--- config.mk ---
export PLATFORM = sky130hd
export DESIGN_NAME = mem_req_responder
export DESIGN_NICKNAME = d
export VERILOG_FILES = /design/src/rtl/mem_rsp_pkg.sv /design/src/rtl/mem_lane_fmt.sv /design/src/rtl/mem_req_responder.sv
export SDC_FILE = /design/constraint.sdc
export NUM_CORES = 1
export LEC_CHECK = 0
export ABC_AREA = 1
export CAP_MARGIN = 5
export CORE_MARGIN = 8
export CORE_UTILIZATION = 35
export DETAILED_ROUTE_END_ITERATION = 7
export PLACE_DENSITY = 0.71
export SYNTH_ARGS = -nofsm -noshare
export SYNTH_HDL_FRONTEND = slang
export SYNTH_SLANG_ARGS = --single-unit
--- constraint.sdc ---
create_clock -name clk -period 2.2 [get_ports clk]
set_input_delay 0.55 -clock clk [delete_from_list [all_inputs] [get_ports clk]]
set_output_delay 0.55 -clock clk [all_outputs]
set_load 0.02 [all_outputs]
--- src/rtl/mem_rsp_pkg.sv ---
// Shared types for the memory request responder: FSM states, access sizes, grant sources.
// Latency: n/a (types only).
// Backpressure: n/a (types only).
package mem_rsp_pkg;

    typedef enum logic [2:0] {
        ST_IDLE,
        ST_ACC,
        ST_WAIT,
        ST_RESP,
        ST_RECOV
    } state_t;

    typedef enum logic [1:0] {
        SZ_BYTE,
        SZ_HALF,
        SZ_WORD
    } size_t;

    typedef enum logic [1:0] {
        SRC_NONE,
        SRC_DWR,
        SRC_DRD,
        SRC_IRD
    } src_t;

    typedef struct packed {
        src_t        src;
        size_t       size;
        logic [31:0] adr;
        logic [31:0] wdat;
    } req_t;

    // Word flag wins if a requester ever sets both size flags.
    function automatic size_t dec_size(input logic w, input logic hw);
        if (w)
            return SZ_WORD;
        else if (hw)
            return SZ_HALF;
        else
            return SZ_BYTE;
    endfunction

endpackage

--- src/rtl/mem_lane_fmt.sv ---
// Byte-lane formatter: write enables, lane-shifted write data, read extraction, misalign detect.
// Latency: purely combinational.
// Backpressure: none; pure function of its inputs.
module mem_lane_fmt
    import mem_rsp_pkg::*;
(
    input  size_t       size,
    input  logic [1:0]  adr_lo,
    input  logic [31:0] wdat,
    input  logic [31:0] ram_rdat,
    output logic [3:0]  we,
    output logic [31:0] wdat_lane,
    output logic [31:0] rdat_fmt,
    output logic        misalign
);

    logic [1:0]  off;
    logic [4:0]  sh;
    logic [31:0] mask;

    always_comb begin
        off      = adr_lo;
        misalign = 1'b0;
        mask     = 32'h0000_00FF;
        we       = 4'b0001 << adr_lo;
        case (size)
            SZ_HALF: begin
                off      = {adr_lo[1], 1'b0};
                misalign = adr_lo[0];
                mask     = 32'h0000_FFFF;
                we       = 4'b0011 << {adr_lo[1], 1'b0};
            end
            SZ_WORD: begin
                off      = 2'b00;
                misalign = |adr_lo;
                mask     = 32'hFFFF_FFFF;
                we       = 4'hF;
            end
            default: ;
        endcase
        sh        = {off, 3'b000};
        wdat_lane = (wdat & mask) << sh;
        rdat_fmt  = (ram_rdat >> sh) & mask;
    end

endmodule

--- src/rtl/mem_req_responder.sv ---
// Arbitrates I-read/D-read/D-write onto one sync RAM; MEM_RSP_WAIT_EN adds WAIT_CYC wait states.
// Latency: response pulse 3 cycles after grant (3+WAIT_CYC with MEM_RSP_WAIT_EN), one access per 4(+WAIT_CYC).
// Backpressure: requests are held levels; no preemption, a dropped request still gets its pulse.
module mem_req_responder
    import mem_rsp_pkg::*;
#(
    parameter int RAM_AW   = 14,
    parameter int WAIT_CYC = 2
) (
    input  logic              clk,
    input  logic              rst_n,
    input  logic              i_read_req,
    input  logic              i_read_w,
    input  logic              i_read_hw,
    input  logic [31:0]       i_read_adr,
    input  logic              d_read_req,
    input  logic              d_read_w,
    input  logic              d_read_hw,
    input  logic [31:0]       d_read_adr,
    input  logic              d_write_req,
    input  logic              d_write_w,
    input  logic              d_write_hw,
    input  logic [31:0]       d_write_adr,
    input  logic [31:0]       d_write_data,
    output logic              read_valid,
    output logic [31:0]       read_data,
    output logic              write_finish,
    output logic              misalign_err,
    input  logic              err_clr,
    output logic [RAM_AW-1:0] ram_adr,
    output logic [3:0]        ram_we,
    output logic [31:0]       ram_wdata,
    input  logic [31:0]       ram_rdata
);

    state_t      state, state_n;
    src_t        grant;
    req_t        sel_req, req_q;
    logic [3:0]  fmt_we;
    logic [31:0] fmt_wdat, fmt_rdat;
    logic        fmt_misalign;
    logic        unused_bits;

`ifdef MEM_RSP_WAIT_EN
    logic [3:0] wait_cnt;

    always_ff @(posedge clk or negedge rst_n) begin
        if (!rst_n)
            wait_cnt <= '0;
        else if (state == ST_ACC)
            wait_cnt <= 4'(WAIT_CYC - 1);
        else if (state == ST_WAIT && wait_cnt != '0)
            wait_cnt <= wait_cnt - 4'd1;
    end
`endif

    always_comb begin
        grant   = SRC_NONE;
        sel_req = '0;
        if (d_write_req) begin
            grant        = SRC_DWR;
            sel_req.size = dec_size(d_write_w, d_write_hw);
            sel_req.adr  = d_write_adr;
            sel_req.wdat = d_write_data;
        end else if (d_read_req) begin
            grant        = SRC_DRD;
            sel_req.size = dec_size(d_read_w, d_read_hw);
            sel_req.adr  = d_read_adr;
        end else if (i_read_req) begin
            grant        = SRC_IRD;
            sel_req.size = dec_size(i_read_w, i_read_hw);
            sel_req.adr  = i_read_adr;
        end
        sel_req.src = grant;
    end

    always_comb begin
        state_n = state;
        case (state)
            ST_IDLE:  if (grant != SRC_NONE) state_n = ST_ACC;
`ifdef MEM_RSP_WAIT_EN
            ST_ACC:   state_n = ST_WAIT;
            ST_WAIT:  if (wait_cnt == '0) state_n = ST_RESP;
`else
            ST_ACC:   state_n = ST_RESP;
`endif
            ST_RESP:  state_n = ST_RECOV;
            ST_RECOV: state_n = ST_IDLE;
            default:  state_n = ST_IDLE;
        endcase
    end

    mem_lane_fmt u_lane_fmt (
        .size      (req_q.size),
        .adr_lo    (req_q.adr[1:0]),
        .wdat      (req_q.wdat),
        .ram_rdat  (ram_rdata),
        .we        (fmt_we),
        .wdat_lane (fmt_wdat),
        .rdat_fmt  (fmt_rdat),
        .misalign  (fmt_misalign)
    );

    always_ff @(posedge clk or negedge rst_n) begin
        if (!rst_n) begin
            state        <= ST_IDLE;
            req_q        <= '0;
            read_valid   <= 1'b0;
            read_data    <= '0;
            write_finish <= 1'b0;
            misalign_err <= 1'b0;
        end else begin
            state        <= state_n;
            read_valid   <= (state == ST_RESP) && (req_q.src != SRC_DWR);
            write_finish <= (state == ST_RESP) && (req_q.src == SRC_DWR);
            if (state == ST_IDLE && grant != SRC_NONE)
                req_q <= sel_req;
            if (state == ST_RESP && req_q.src != SRC_DWR)
                read_data <= fmt_rdat;
            // Clear wins over a set landing in the same cycle.
            if (err_clr)
                misalign_err <= 1'b0;
            else if (state == ST_ACC && fmt_misalign)
                misalign_err <= 1'b1;
        end
    end

    // Address is held in req_q, so it stays put from ACC through RESP.
    assign ram_adr     = req_q.adr[RAM_AW+1:2];
    assign ram_we      = (state == ST_ACC && req_q.src == SRC_DWR) ? fmt_we : 4'h0;
    assign ram_wdata   = fmt_wdat;
    assign unused_bits = ^{req_q.adr[31:RAM_AW+2], 4'(WAIT_CYC)};

endmodule

Word-level counts from Yosys, hierarchy flattened
Index checks and enable logic that the tools add are counted.

Register bits after elaboration: 90. Input bits: 172. Output and inout bits: 85. Word-level logic and storage cells: 53.

Eq/ne operators: 7. Shifts and indexed selects: 4. Muxes and demuxes: 22. Bitwise gates (word level): 2. Reductions and logical operators: 9.

Operators with widths (number): $mux 34 (3); $and 32x32->32 (2); $pmux 32 s2 (1); $mux 32 (1); $shl 32x5->32 (1); $shr 32x5->32 (1); $mux 2 (6); $pmux 3 s3 (1); $pmux 4 s2 (1); $logic_and 1x1->1 (5); $mux 1 (5); $eq 2x1->1 const B (2); $mux 4 (1); $pmux 2 s2 (1); $reduce_bool 2->1 (2); $shl 1x2->4 const A (1); $shl 2x2->4 const A (1); $eq 3x1->1 const B (1); $eq 3x2->1 const B (1); $logic_not 3->1 (1); $mux 3 (1); $eq 2x2->1 const B (1); $ne 2x1->1 const B (1); $ne 2x2->1 const B (1); other kinds (2) (2).

Logic depth before layout (Yosys ltp)
Gate-level depths: netlist (run 1).

Depth in word-level cells: 6. Depth in mapped cells: 11. Mapped depth without buffers: 10.

By module
A second synthesis (run 1) with hierarchy kept.

Cells, all modules: 848. Area total of the unflattened synthesis: 5584.1 um^2.

Modules (own cells, without submodules): mem_req_responder (times used 1, cells an instance 489, area each 4050.1 um^2, sequential area each 2252.2 um^2); mem_lane_fmt (times used 1, cells an instance 359, area each 1534.0 um^2, sequential area each 0.0 um^2).

Least setup slack after synthesis (run 1)
OpenSTA, ideal clock, no wires.

Path kind: flip-flop to output port. From: register req_q[64] in the netlist's numbering. To: output port ram_wdata[17]. Data arrival time: 1.715 ns. Data required time: 1.650 ns. Slack: -0.065 ns. Stages on the path, launching flop included: 8. Buffers on the path: 2. Cells stage by stage: dfrtp_1 inv_1 ha_1 nand2_4 buf_4 buf_4 nand2_1 o21ai_0.

Word-level cells in the longest chain between the ends: 4. Elaborated cells between the ends (all ways): 6. Those cells by class: 2 x eq/ne; 1 x shift; 2 x mux; 1 x bitwise.

RTL lines: start, declared (RTL line mem_req_responder.sv:38) `req_t sel_req, req_q;`; start signal, assigned (RTL line mem_req_responder.sv:117) `req_q <= sel_req;`; $eq 2x2->1 / $eq 2x1->1 (equally long branches) (RTL line mem_lane_fmt.sv:26) `case (size)`; $pmux 32 s2 (RTL line mem_lane_fmt.sv:26); $and 32x32->32 (RTL line mem_lane_fmt.sv:42) `wdat_lane = (wdat & mask) << sh;`; $shl 32x5->32 * (RTL line mem_lane_fmt.sv:42); end, declared (RTL line mem_req_responder.sv:32) `output logic [31:0] ram_wdata,`.

Every way passes the cells marked *; elsewhere a longest branch is shown, timed or not.

Worst setup path after layout (run 1)
From: register req_q[65] in the netlist's numbering. To: output port ram_wdata[22].

Same word-level chain as after synthesis.

==> reports/results.ini, run 1 <==
[outcome]
status = complete, but fails checks
failed_checks = negative setup slack

[layout]
finalNetCount = 1134
layout_commonest_cell = nand2_1
drive_above_1_share_pct = 18.05
most-common-layout-cells = nand2_1, clkdlybuf4s50_1, dfrtp_1
diodes = 0
nFillCells = 1408
post-route-util_pct = 55.65
area.growth.synth_to_final_pct = 57.81

[placed_design]
finalWeightedCongestion = 0.8325
place_ws_ps = -471.9
portBuffers = 208
hpwl_um = 13320

[critical_path]
crit_type = register to primary output
critPathMaxStageDelay_ps = 420
r2r-end = read_data[21]$_DFFE_PN0P_
timing.rr.start = req_q[65]$_DFFE_PN0P_
endpoint = ram_wdata[22]
crit_chain = ha_4 -> o21ai_4 -> buf_6 -> buf_16 -> nand4_1 -> o31ai_1 -> buf_4
slowest_stage = dfrtp_1
rr_worst_depth = 9
critPathLaunchType = register
path_max_fanout = 7
critical-path-top-delay-family = buffers and inverters
rrSetupSlack_ps = 250
setup.worst_path.start = req_q[65]$_DFFE_PN0P_
crit_required_ps = 1650
cp_num_cells = 7
endpoint_kind = primary output
cp_data_arrival_time_ps = 1960
critPathBufInv = 3

[detailed_routing]
drt_iter0_drc = 338
vias = 5741
drtAntennaViolNets = 0
drc = 0
vias_per_cell = 4.984
drt-wirelength-per-cell_um = 16.35
totalWireLength_um = 18830
first_pass_iters = 5

[global_route]
grt_pass1_wl_um = 30460
grt_pass1_vias = 5752
antenna_found_initial = 0
grt_max_degree = 41
grt_overflow = 0
grt_use_total_pct = 19.38

[timing]
hold_violations = 0
slew_violations = 0
finalClockSkew_ps = 10.39
setup_viol = 36
fmax_ghz = 0.3984
slew_headroom_pct = 60.23
setup_slack_ps = -310.3
tightest_slew_ps = 595.7
rsz0062_at_grt = yes
period_minus_slack_ps = 2510
post-route-period-util_pct = 114.1

[hold_path]
hold_class = input pin to asynchronous set/reset pin

[floorplanning]
start_util_pct = 35.26
die_h_um = 138.6
die_area_um2 = 19210
die_w_um = 138.6
coreArea_um2 = 14920
num_io_pins = 257
row_count = 45

[yosys]
yosys-top-cells-area = dfrtp_1, nand2_1, nand3_1, buf_4, o21ai_0
synth_top_area_share_pct = 42.81
ys_seq_area_share_pct = 42.81
ys_seq_elements = 90
synth_top_cell_by_area = dfrtp_1
synth_nets = 922
yosysWarnings = 0
postSynthAreaPerCell_um2 = 7.043
yosysUniqueCellTypes = 29
netlist_area_um2 = 5261
postSynthCellCount = 747

[cts]
cts_tree = done
cts_max_path_buffers = 2
hold_buffers = 0
cts_buffers = 9
worstSkewPairLatency_ps = 350
clock_sinks = 90
clkTransAtPathRegs_ps = 70
cts-root-buf = clkbuf_16
htreeDepth = 3

[run]
maxCapViolations = 0

[power_and_ir_drop]
p_leak_uw = 0.003970
irDropWorstVdd_mv = 0.6743
p_per_area_nw_per_um2 = 1405

## cells by family (layout without fill, tap and decap cells)
| logic type | Yosys count | in the layout | share of synthesized area, % |
|---|---|---|---|
| buffers and inverters | 107 | 324 | 10.94 |
| AO/OA/AOI/OAI | 90 | 90 | 9.061 |
| flip-flops | 90 | 90 | 42.81 |
| adder cells (fa/ha/maj) | 3 | 3 | 0.7135 |
| AND/OR/NAND/NOR | 457 | 457 | 36.48 |
## routing by layer
layer  vias to the layer above  wire length [um]  global-route usage, %
met1                      2683              7867                  24.44
met3                        31              1636                  6.027
met4                         0               409                  6.865
li1                       2797                 -                      -
met2                       230              8918                  30.61
met5                         -                 0                      0
## worst min-delay path by stage
stage / startpoint / to / slack, ps / cells after the start
after floorplan: rst_n / misalign_err$_DFFE_PN0P_ / 250 / 0
after global placement: req_q[66]$_DFFE_PN0P_ / req_q[66]$_DFFE_PN0P_ / 460 / 2
after detailed placement: req_q[27]$_DFFE_PN0P_ / req_q[27]$_DFFE_PN0P_ / 460 / 2
after CTS: rst_n / state[1]$_DFFE_PN0P_ / 130 / 1
after global routing: rst_n / state[1]$_DFFE_PN0P_ / 150 / 1
final: rst_n / state[1]$_DFFE_PN0P_ / 130 / 1
## flip-flops by register name, indices dropped and copies added (netlist names)
register,flops
write_finish,1
read_valid,1
req_q,38
read_data,32
ram_adr,14
misalign_err,1
state,3
## cell type report
cell class | instances | area, um^2 | area share (%)
Clock inverter | 7 | 108.9 | 1.311
Tap cell | 188 | 235.2 | 2.833
Timing Repair Buffer | 263 | 2623 | 31.59
Inverter | 45 | 183.9 | 2.215
Multi-Input combinational cell | 550 | 2675 | 32.22
Clock buffer | 9 | 225.2 | 2.712
Sequential cell | 90 | 2252 | 27.12
## power breakdown
group	internal, uW	switching [uW]	total (uW)
registers	2270	363	2630
clock network	1020	728	1750
logic	3090	4180	7280
total	6390	5270	11700
## cell usage after synthesis
master / number
a21oi_1: 21
buf_1: 2
buf_2: 23
buf_4: 24
buf_6: 7
clkbuf_1: 6
clkinv_1: 1
dfrtp_1: 90
ha_1: 3
inv_1: 39
inv_2: 4
inv_4: 1
nand2_1: 317
nand2_2: 1
nand2_4: 2
nand3_1: 78
nand3_2: 1
nand4_1: 8
nor2_1: 38
nor2_2: 2
nor2_4: 2
nor2_8: 2
nor3_1: 5
nor3b_1: 1
o21ai_0: 34
o21ai_1: 24
o21ai_4: 1
o22ai_1: 8
o31ai_1: 2
## timing repair
item | CTS | global route
setup buffers | 11 | 2
endpoints found under the setup margin | 36 | 36
cloned | 4 | 0
pin swaps | 15 | 10
gates resized for setup | 233 | 42
## through the flow
stage	cell area, um^2	total power [uW]	TNS, ps	std cells	hold WS [ps]
after floorplan	5301	6557	-222.6	747	254.4
after global placement	7562	8828	-13340	1120	457.1
after detailed placement	7562	8897	-14170	1120	463.8
after CTS	8219	11510	-7999	1151	129.9
after global routing	8303	12470	-10130	1152	151.1
final	8303	11660	-7060	1152	128.8
Note: power is estimated with default switching activity, not from simulation.
==> inputs of run 2 (changes only) <==
--- a/config.mk
+++ b/config.mk
@@ -7,10 +7,11 @@
 export LEC_CHECK = 0
 export ABC_AREA = 1
 export CAP_MARGIN = 5
+export CORE_ASPECT_RATIO = 1.5
 export CORE_MARGIN = 8
 export CORE_UTILIZATION = 35
 export DETAILED_ROUTE_END_ITERATION = 7
-export PLACE_DENSITY = 0.71
+export PLACE_DENSITY_LB_ADDON = 0.2
 export SYNTH_ARGS = -nofsm -noshare
 export SYNTH_HDL_FRONTEND = slang
 export SYNTH_SLANG_ARGS = --single-unit
==> run 2 against run 1 <==
Effect of this change:
- the flow still finishes with violations (negative setup slack)
- via count decreased by 2.1%
- combinational power rose by 1%
- critical endpoint is now ram_wdata[29]
- total power decreased by 0.77%
- largest cell class unchanged
- critical path type unchanged
- die area grew 0.42%
- flip-flop and latch count unchanged
- clock power fell by 11%
- sequential share of layout area about the same
- count of clock-buffer cells in the layout is 3 higher
- clock skew shrank 6.3 ps
==> reports/results.ini, run 2 (synthesized netlist as in run 1, its figures left out) <==
[power_and_ir_drop]
p_per_area_nw_per_um2 = 1392  ; was 1405 nW/um^2
irDropWorstVdd_mv = 0.6649  ; was 0.6743 mV
p_clk_share_pct = 13.5  ; was 15.0%
swShare_pct = 46.17  ; was 45.23%
p_leak_uw = 0.003911  ; was 0.003970 uW
power_uw = 11570  ; was 11660 uW
p_switching_uw = 5343  ; was 5275 uW
pwr-share-comb_pct = 63.5  ; was 62.4%
p_int_uw = 6230  ; was 6388 uW
p_seq_share_pct = 23.0  ; was 22.6%

[timing]
slew_violations = 0  ; unchanged
hold_violations = 0  ; unchanged
post-route-period-util_pct = 111.8  ; was 114.1%
setup_slack_ps = -259.3  ; was -310.3 ps
rsz0062_at_grt = yes  ; unchanged
fmax_ghz = 0.4066  ; was 0.3984 GHz
setup_viol = 36  ; unchanged
finalClockSkew_ps = 4.087  ; was 10.39 ps
period_minus_slack_ps = 2459  ; was 2510 ps
slew_headroom_pct = 59.98  ; was 60.23%
tightest_slew_ps = 599.4  ; was 595.7 ps

[cts]
clkTransAtPathRegs_ps = 60  ; was 70 ps
htreeDepth = 3  ; unchanged
clock_sinks = 90  ; unchanged
cts_max_path_buffers = 2  ; unchanged
cts_buffers = 9  ; unchanged
worstSkewPairLatency_ps = 340  ; was 350 ps
cts_tree = done  ; unchanged
cts-root-buf = clkbuf_16  ; unchanged

[layout]
top_register = req_q  ; unchanged
area.growth.synth_to_final_pct = 58.05  ; was 57.81%
largest_reg_flops = 38  ; unchanged
layout_commonest_cell = nand2_1  ; unchanged
multi_input_area_um2 = 2776  ; was 2675 um^2
seq_area_um2 = 2252  ; unchanged
most-common-layout-cells = nand2_1, clkdlybuf4s50_1, dfrtp_1  ; unchanged
final_area_um2 = 8315  ; was 8303 um^2
finalNetCount = 1130  ; was 1134
drive_above_1_share_pct = 17.71  ; was 18.05%
nFillCells = 1442  ; was 1408

[global_route]
grt_max_degree = 44  ; was 41
grt_pass1_vias = 5851  ; was 5752
antenna_found_initial = 1  ; was 0
grt_pass1_wl_um = 30450  ; was 30460 um
grt_overflow = 0  ; unchanged
grt_use_total_pct = 20.13  ; was 19.38%

[detailed_routing]
drt-wirelength-per-cell_um = 16.58  ; was 16.35 um
vias = 5621  ; was 5741
first_pass_iters = 5  ; unchanged
drtAntennaViolNets = 0  ; unchanged
drt_iter0_drc = 424  ; was 338
vias_per_cell = 4.846  ; was 4.984
drc = 0  ; unchanged
totalWireLength_um = 19240  ; was 18830 um

[floorplanning]
die_area_um2 = 19290  ; was 19210 um^2
die_h_um = 166.2  ; was 138.6 um
row_count = 55  ; was 45
coreArea_um2 = 14930  ; was 14920 um^2
num_io_pins = 257  ; unchanged
start_util_pct = 35.23  ; was 35.26%
die_w_um = 116.1  ; was 138.6 um

[placed_design]
finalWeightedCongestion = 0.8705  ; was 0.8325
portBuffers = 208  ; unchanged
hpwl_um = 14600  ; was 13320 um
place_area_um2 = 7579  ; was 7562 um^2

[run]
maxCapViolations = 0  ; unchanged

[outcome]
failed_checks = negative setup slack  ; unchanged
status = complete, but fails checks  ; unchanged

[critical_path]
crit_type = register to primary output  ; unchanged
endpoint_kind = primary output  ; unchanged
cp_data_arrival_time_ps = 1910  ; was 1960 ps
critPathLaunchType = register  ; unchanged
crit_required_ps = 1650  ; about the same
path_max_fanout = 8  ; was 7

[hold_path]
hold_class = input pin to asynchronous set/reset pin  ; unchanged

[run 2: worst paths after layout]
check	startpoint	to	slack [ps]	cells past startpoint
setup reg to reg	req_q[64]$_DFFE_PN0P_	read_data[24]$_DFFE_PN0P_	240	10
setup / recovery	req_q[65]$_DFFE_PN0P_	ram_wdata[29]	-260	7
hold / removal	rst_n	read_data[18]$_DFFE_PN0P_	160	1
min in group clk	read_data[5]$_DFFE_PN0P_	read_data[5]$_DFFE_PN0P_	480	2
hold reg to reg	read_data[5]$_DFFE_PN0P_	read_data[5]$_DFFE_PN0P_	480	2
max in group asynchronous	rst_n	req_q[21]$_DFFE_PN0P_	1480	2
[run 2: stage by stage]
stage	hold WS, ps	worst slack [ps]	util, %	instances	TNS [ps]
global route	187.5	-323.3	55.68	1160	-8823
CTS	165.7	-248.7	54.24	1155	-6168
detailed placement	463.0	-552.1	50.75	1133	-15930
floorplan	254.4	-48.87	-	747	-222.6
finish	163.6	-259.3	55.68	1160	-6440
global placement	458.6	-559.6	50.75	1133	-15920
[run 2: layer usage]
layer | up-vias | share of wire, % | GRT usage (%)
li1 | 2785 | - | -
met1 | 2556 | 38 | 22.19
met2 | 244 | 50 | 34.57
met3 | 36 | 8.7 | 6.079
met4 | 0 | 3.2 | 8.442
met5 | - | 0 | 0
[run 2: timing repair]
| item | 4_1_cts | 5_1_grt |
|---|---|---|
| setup buffers | 5 | 4 |
| hold buffers | 0 | 0 |
| pin swaps | 13 | 11 |
| setup endpoints to repair | 36 | 36 |
| gates resized for setup | 251 | 47 |
| gates cloned | 2 | 1 |
[run 2: power by group through the flow]
| stage | combinational (uW) | clock (uW) | sequential (uW) |
|---|---|---|---|
| final | 7350 | 1560 | 2660 |
| after global routing | 7960 | 1660 | 2740 |
| after CTS | 6910 | 1610 | 2660 |
| after detailed placement | 6300 | 0 | 2640 |
| after global placement | 6240 | 0 | 2630 |
| after floorplan | 3780 | 0 | 2780 |
[run 2: final cells by class]
type,count,area share (%)
Timing Repair Buffer,257,30.65
Clock buffer,12,2.964
Inverter,45,2.272
Sequential cell,90,27.08
Clock inverter,4,0.6169
Tap cell,199,2.994
Multi-Input combinational cell,552,33.39
Antenna cell,1,0.03009
[run 2: critical path, stage by stage, from the launching register on]
cell	delay [ps]
dfrtp_1	410
ha_4	380
o21ai_4	80
buf_12	150
buf_8	130
buf_12	140
o21ai_4	140
buf_6	130
